<file path="src/rtl/mem_port_arbiter.sv">
// Round-robin arbiter sharing one external memory port between an instruction
// fetch requester (read-only) and a data requester (read/write), with timeout.
module mem_port_arbiter #(
  parameter int ADDR_WIDTH = 32,
  parameter int DATA_WIDTH = 32,
  parameter int TIMEOUT    = 255
) (
  input  logic                  clk,
  input  logic                  reset_n,
  input  logic                  i_req,
  input  logic [ADDR_WIDTH-1:0] i_addr,
  output logic [DATA_WIDTH-1:0] i_rdata,
  output logic                  i_ack,
  output logic                  i_err,
  input  logic                  d_req,
  input  logic                  d_we,
  input  logic [ADDR_WIDTH-1:0] d_addr,
  input  logic [DATA_WIDTH-1:0] d_wdata,
  output logic [DATA_WIDTH-1:0] d_rdata,
  output logic                  d_ack,
  output logic                  d_err,
  output logic [ADDR_WIDTH-1:0] mem_addr,
  output logic                  mem_read_en,
  output logic                  mem_write_en,
  output logic [DATA_WIDTH-1:0] mem_write_val,
  input  logic [DATA_WIDTH-1:0] mem_read_val,
  input  logic                  mem_response
);

  localparam int CW = (TIMEOUT > 1) ? $clog2(TIMEOUT) : 1;

  typedef enum logic [1:0] {
    IDLE = 2'd0,
    BUSY = 2'd1,
    DONE = 2'd2
  } state_t;

  state_t          state;
  state_t          state_next;
  logic            last_d;   // 1 when the most recent grant went to port D
  logic            gnt_d;    // port owning the current transaction
  logic [CW-1:0]   cnt;
  logic            grant_d;
  logic            timeout_hit;
  logic [DATA_WIDTH-1:0] capture_val;

  always_comb begin
    state_next  = state;
    grant_d     = d_req & (~i_req | ~last_d);
    timeout_hit = (cnt == CW'(TIMEOUT - 1));
    capture_val = mem_write_en ? '0 : mem_read_val;
    case (state)
      IDLE:    if (i_req || d_req) state_next = BUSY;
      BUSY:    if (mem_response || timeout_hit) state_next = DONE;
      DONE:    state_next = IDLE;
      default: state_next = IDLE;
    endcase
  end

  always_ff @(posedge clk or negedge reset_n) begin
    if (!reset_n) state <= IDLE;
    else          state <= state_next;
  end

  // Datapath and registered outputs; ack/err default low so they pulse once.
  always_ff @(posedge clk or negedge reset_n) begin
    if (!reset_n) begin
      last_d        <= 1'b0;
      gnt_d         <= 1'b0;
      cnt           <= '0;
      i_rdata       <= '0;
      i_ack         <= 1'b0;
      i_err         <= 1'b0;
      d_rdata       <= '0;
      d_ack         <= 1'b0;
      d_err         <= 1'b0;
      mem_addr      <= '0;
      mem_read_en   <= 1'b0;
      mem_write_en  <= 1'b0;
      mem_write_val <= '0;
    end else begin
      i_ack <= 1'b0;
      i_err <= 1'b0;
      d_ack <= 1'b0;
      d_err <= 1'b0;
      case (state)
        IDLE: begin
          if (i_req || d_req) begin
            gnt_d  <= grant_d;
            last_d <= grant_d;
            cnt    <= '0;
            if (grant_d) begin
              mem_addr      <= d_addr;
              mem_write_val <= d_wdata;
              mem_read_en   <= ~d_we;
              mem_write_en  <= d_we;
            end else begin
              mem_addr      <= i_addr;
              mem_write_val <= '0;
              mem_read_en   <= 1'b1;
              mem_write_en  <= 1'b0;
            end
          end
        end
        BUSY: begin
          // A response on the timeout edge takes priority over the abort.
          if (mem_response || timeout_hit) begin
            mem_read_en  <= 1'b0;
            mem_write_en <= 1'b0;
            if (gnt_d) begin
              d_ack   <= 1'b1;
              d_err   <= ~mem_response;
              d_rdata <= mem_response ? capture_val : '0;
            end else begin
              i_ack   <= 1'b1;
              i_err   <= ~mem_response;
              i_rdata <= mem_response ? capture_val : '0;
            end
          end else begin
            cnt <= cnt + 1'b1;
          end
        end
        default: ;
      endcase
    end
  end

endmodule

</file>
<file path="config.mk">
export PLATFORM = sky130hd
export DESIGN_NAME = mem_port_arbiter
export DESIGN_NICKNAME = d
export VERILOG_FILES = /design/src/rtl/mem_port_arbiter.sv
export SDC_FILE = /design/constraint.sdc
export NUM_CORES = 1
export LEC_CHECK = 0
export ABC_CLOCK_PERIOD_IN_PS = 2810
export CAP_MARGIN = 10
export CORE_UTILIZATION = 50
export CTS_BUF_LIST = sky130_fd_sc_hd__clkbuf_4 sky130_fd_sc_hd__clkbuf_8
export DETAILED_ROUTE_END_ITERATION = 6
export DONT_BUFFER_PORTS = 1
export PLACE_DENSITY_LB_ADDON = 0.2
export SYNTH_ARGS = -nofsm -noshare
export SYNTH_HDL_FRONTEND = slang
export SYNTH_SLANG_ARGS = --single-unit
</file>
<file path="constraint.sdc">
create_clock -name clk -period 2.81 [get_ports clk]
set_input_delay 0.281 -clock clk [delete_from_list [all_inputs] [get_ports clk]]
set_output_delay 0.281 -clock clk [all_outputs]
set_load 0.03 [all_outputs]
</file>
==> impl_metrics.py <==
metrics = {
    "synthesis": {
        "ys_seq_area_share_pct": 63.0,
        "synthAdderAreaFrac_pct": 0.434,
        "ys_seq_elements": 145,
        "synth_xor_xnor_area_share_pct": 0.152,
        "syn_inst": 442,
        "yosysWarnings": 0,
        "synth_top_family_by_area": "compound AO/OA/AOI/OAI gates",
        "synth-simple-area-share_pct": 5.32,
        "synth_area_per_cell_um2": 13.0,
        "synth_nets": 578,
        "synth_compound_area_share_pct": 21.1,
        "synth_cell_types": 34,
        "syn_area_um2": 5760,
        "synth_mux_area_share_pct": 5.56,
    },
    "timing": {
        "skew_ps": 8.60,
        "drv_slew": 0,
        "finalSetupViolations": 0,
        "whs_ps": -458,
        "period_share_pct": 67.6,
        "fmax_ghz": 0.526,
        "tightest_slew_ps": 610,
        "rsz0062_at_grt": "false",
        "fin_setup_tns_ps": 0,
        "hold_viol": 145,
        "fin_ws_ps": 910,
        "min_period_ps": 1900,
        "max_slew_margin_pct": 59.2,
    },
    "placement": {
        "port_buffers": 0,
        "place_congestion": 0.797,
        "dp.cells": 548,
        "dp_hpwl_um": 8830,
        "postPlaceCellArea_um2": 5810,
        "place_ws_ps": 948,
    },
    "pwr": {
        "switching_share_pct": 46.2,
        "p_seq_share_pct": 59.7,
        "p_leak_nw": 3.13,
        "pwr-share-comb_pct": 20.5,
        "clkPwrFrac_pct": 19.8,
        "ir_drop_uv": 768,
        "p_sw_mw": 4.30,
        "p_int_mw": 5.01,
        "cellPowerDensity_nw_per_um2": 1340,
    },
    "drt": {
        "routed_wl_um": 14300,
        "drc": 0,
        "vias": 3985,
        "wl_met1_um": 5340,
        "drt_iter0_drc": 358,
        "viasPerCell": 6.17,
        "wl_per_cell_um": 22.2,
        "wl_met2_um": 7430,
        "maxUsedRoutingLayer": "met4",
        "detail-route-antenna-nets": 0,
        "wl_met3_um": 1240,
        "dr.pass1.iters": 4,
    },
    "global_routing": {
        "grt_usage_pct": 23.5,
        "grt_pass1_wl_um": 20800,
        "grt_max_degree": 146,
        "antenna_found_initial": 0,
        "grt_pass1_vias": 3926,
        "overflow": 0,
    },
    "clocking": {
        "cts_resized": 0,
        "cts_buffer_depth": 2,
        "cts_setup_buffers": 0,
        "clock_latency_ps": 430,
        "clock-root-buffer": "clkbuf_8",
        "clk_pin_slew_ps": 70,
        "cts_hold_buf": 66,
        "clkSinkCount": 145,
        "cts-buffers-inserted": 17,
        "cts_tree": "yes",
        "htreeDepth": 4,
    },
    "floorplanning": {
        "start_util_pct": 52.2,
        "die_area_um2": 12000,
        "pin_count": 268,
        "die_w_um": 109,
        "core_um2": 11000,
        "die_y_um": 109,
        "rows": 38,
    },
    "layout": {
        "nets": 629,
        "final_layout_size_suffix_gt1_share_pct": 9.29,
        "design_area_um2": 6940,
        "antenna-diode-count": 0,
        "final_cells": 646,
        "areaGrowthSynthToFinish_pct": 20.4,
    },
    "setup_path": {
        "crit_arrival_ps": 2260,
        "critPathSlowestCell": "dfrtp_1",
        "worstPathCellList": "inv_1 > ha_1 > and3_1 > a21oi_1 > nand2b_1 > buf_4 > a32o_1",
        "path_buf_inv": 2,
        "worstPathMaxFanout": 33,
        "worstSetupPathType": "flop to flop",
        "critPathLaunchType": "flop",
        "critPathTopFamily": "compound AO/OA/AOI/OAI gates",
        "cp_data_required_time_ps": 3170,
        "slowest_delay_ps": 400,
        "endpoint_kind": "flop",
    },
    "worst_hold_path": {
        "hp-class": "input port to async pin",
    },
    "status": {
        "outcome": "finished, violations left",
        "violations": "negative hold slack",
    },
    "run": {
        "drv_cap": 0,
    },
}
==> per-stage QoR <==
stage / utilization, % / power [mW]
3_3_place_gp: 52.7 / 7.29
3_5_place_dp: 52.7 / 7.38
4_1_cts: 62.9 / 9.32
2_1_floorplan: - / 6.85
6_report: 62.9 / 9.31
5_1_grt: 62.9 / 9.78
==> state kept, by name, indices dropped and copies added, names as in the netlist <==
signal / flops
gnt_d: 1
i_rdata: 32
d_err: 1
state: 2
mem_write_val: 32
mem_write_en: 1
cnt: 8
d_rdata: 32
mem_read_en: 1
i_err: 1
d_ack: 1
mem_addr: 32
i_ack: 1
==> synth_stat cells <==
library cell / n / area share [%]
nand3_1: 9 / 0.78
inv_1: 5 / 0.33
clkbuf_1: 20 / 1.3
a31oi_1: 3 / 0.33
o31a_1: 1 / 0.15
or4_1: 1 / 0.13
o21a_1: 2 / 0.26
and4_4: 1 / 0.20
buf_1: 1 / 0.065
o22ai_1: 1 / 0.11
nand2b_1: 3 / 0.33
nand2b_4: 1 / 0.24
and3_1: 2 / 0.22
and3b_1: 1 / 0.15
xor2_1: 1 / 0.15
ha_1: 2 / 0.43
o21ai_0: 37 / 3.2
a21o_1: 2 / 0.26
a22o_1: 32 / 4.9
and2_1: 2 / 0.22
nor4_1: 1 / 0.11
nand2_1: 38 / 2.5
nor2b_1: 2 / 0.22
a211o_1: 1 / 0.15
a21oi_1: 3 / 0.26
buf_6: 8 / 1.6
o221ai_1: 1 / 0.15
a21boi_1: 1 / 0.13
dfrtp_1: 145 / 63
o21ai_1: 1 / 0.087
a32o_1: 64 / 11
nor2_1: 4 / 0.26
mux2i_1: 32 / 5.6
buf_2: 14 / 1.2
==> layout make-up <==
cell class	count	area, µm²
Sequential cell	145	3630
Tap cell	140	175
Timing Repair Buffer	75	741
Clock buffer	24	318
Fill cell	842	4090
Multi-Input combinational cell	249	1910
Inverter	5	18.8
Clock inverter	8	149
==> logic make-up after synthesis <==
logic type,count (synthesis)
buffers and inverters,48
multiplexers,32
adder cells (fa/ha/maj),2
AO/OA/AOI/OAI,149
flip-flops,145
XOR/XNOR,1
AND/OR/NAND/NOR,65
==> power by group through the flow <==
stage / sequential [mW] / clock (mW) / combinational, mW
floorplan: 5.30 / 0 / 1.56
global placement: 5.58 / 0 / 1.72
detailed placement: 5.58 / 0 / 1.80
CTS: 5.55 / 1.89 / 1.88
global route: 5.68 / 1.99 / 2.11
finish: 5.56 / 1.85 / 1.90
==> placed cells by master, fill, tap and decap left out, types with 2 or more instances in the layout <==
master and n:
a21o_1 2, a21oi_1 3, a22o_1 32, a31oi_1 3, a32o_1 64, and2_1 2
and3_1 2, buf_4 8, bufinv_16 4, clkbuf_4 2, clkbuf_8 22, clkinvlp_4 2
dfrtp_1 145, dlygate4sd3_1 66, ha_1 2, inv_1 5, mux2i_1 32, nand2_1 38
nand2b_1 3, nand3_1 9, nor2_1 3, o21a_1 2, o21ai_0 37
==> metal layers <==
layer / vias up / global-route usage, %
met2: 212 / 40.1
met4: 0 / 11.5
met3: 25 / 7.71
li1: 1773 / -
met5: - / 0
met1: 1975 / 26.4
==> path summary, 6_finish.rpt <==
kind,startpoint,end,slack [ps],depth (start not counted)
setup / recovery,cnt[0]$_DFFE_PN0P_,d_rdata[20]$_DFFE_PN0P_,910,7
hold / removal,reset_n,d_rdata[10]$_DFFE_PN0P_,-460,0
setup reg to reg,cnt[0]$_DFFE_PN0P_,d_rdata[20]$_DFFE_PN0P_,910,7
hold reg to reg,cnt[7]$_DFFE_PN0P_,cnt[7]$_DFFE_PN0P_,480,1
max in group asynchronous,reset_n,mem_write_val[0]$_DFFE_PN0P_,3070,0
min in group clk,i_addr[1],mem_addr[1]$_DFFE_PN0P_,50,2
No activity file was read; power rests on OpenSTA's default activity.
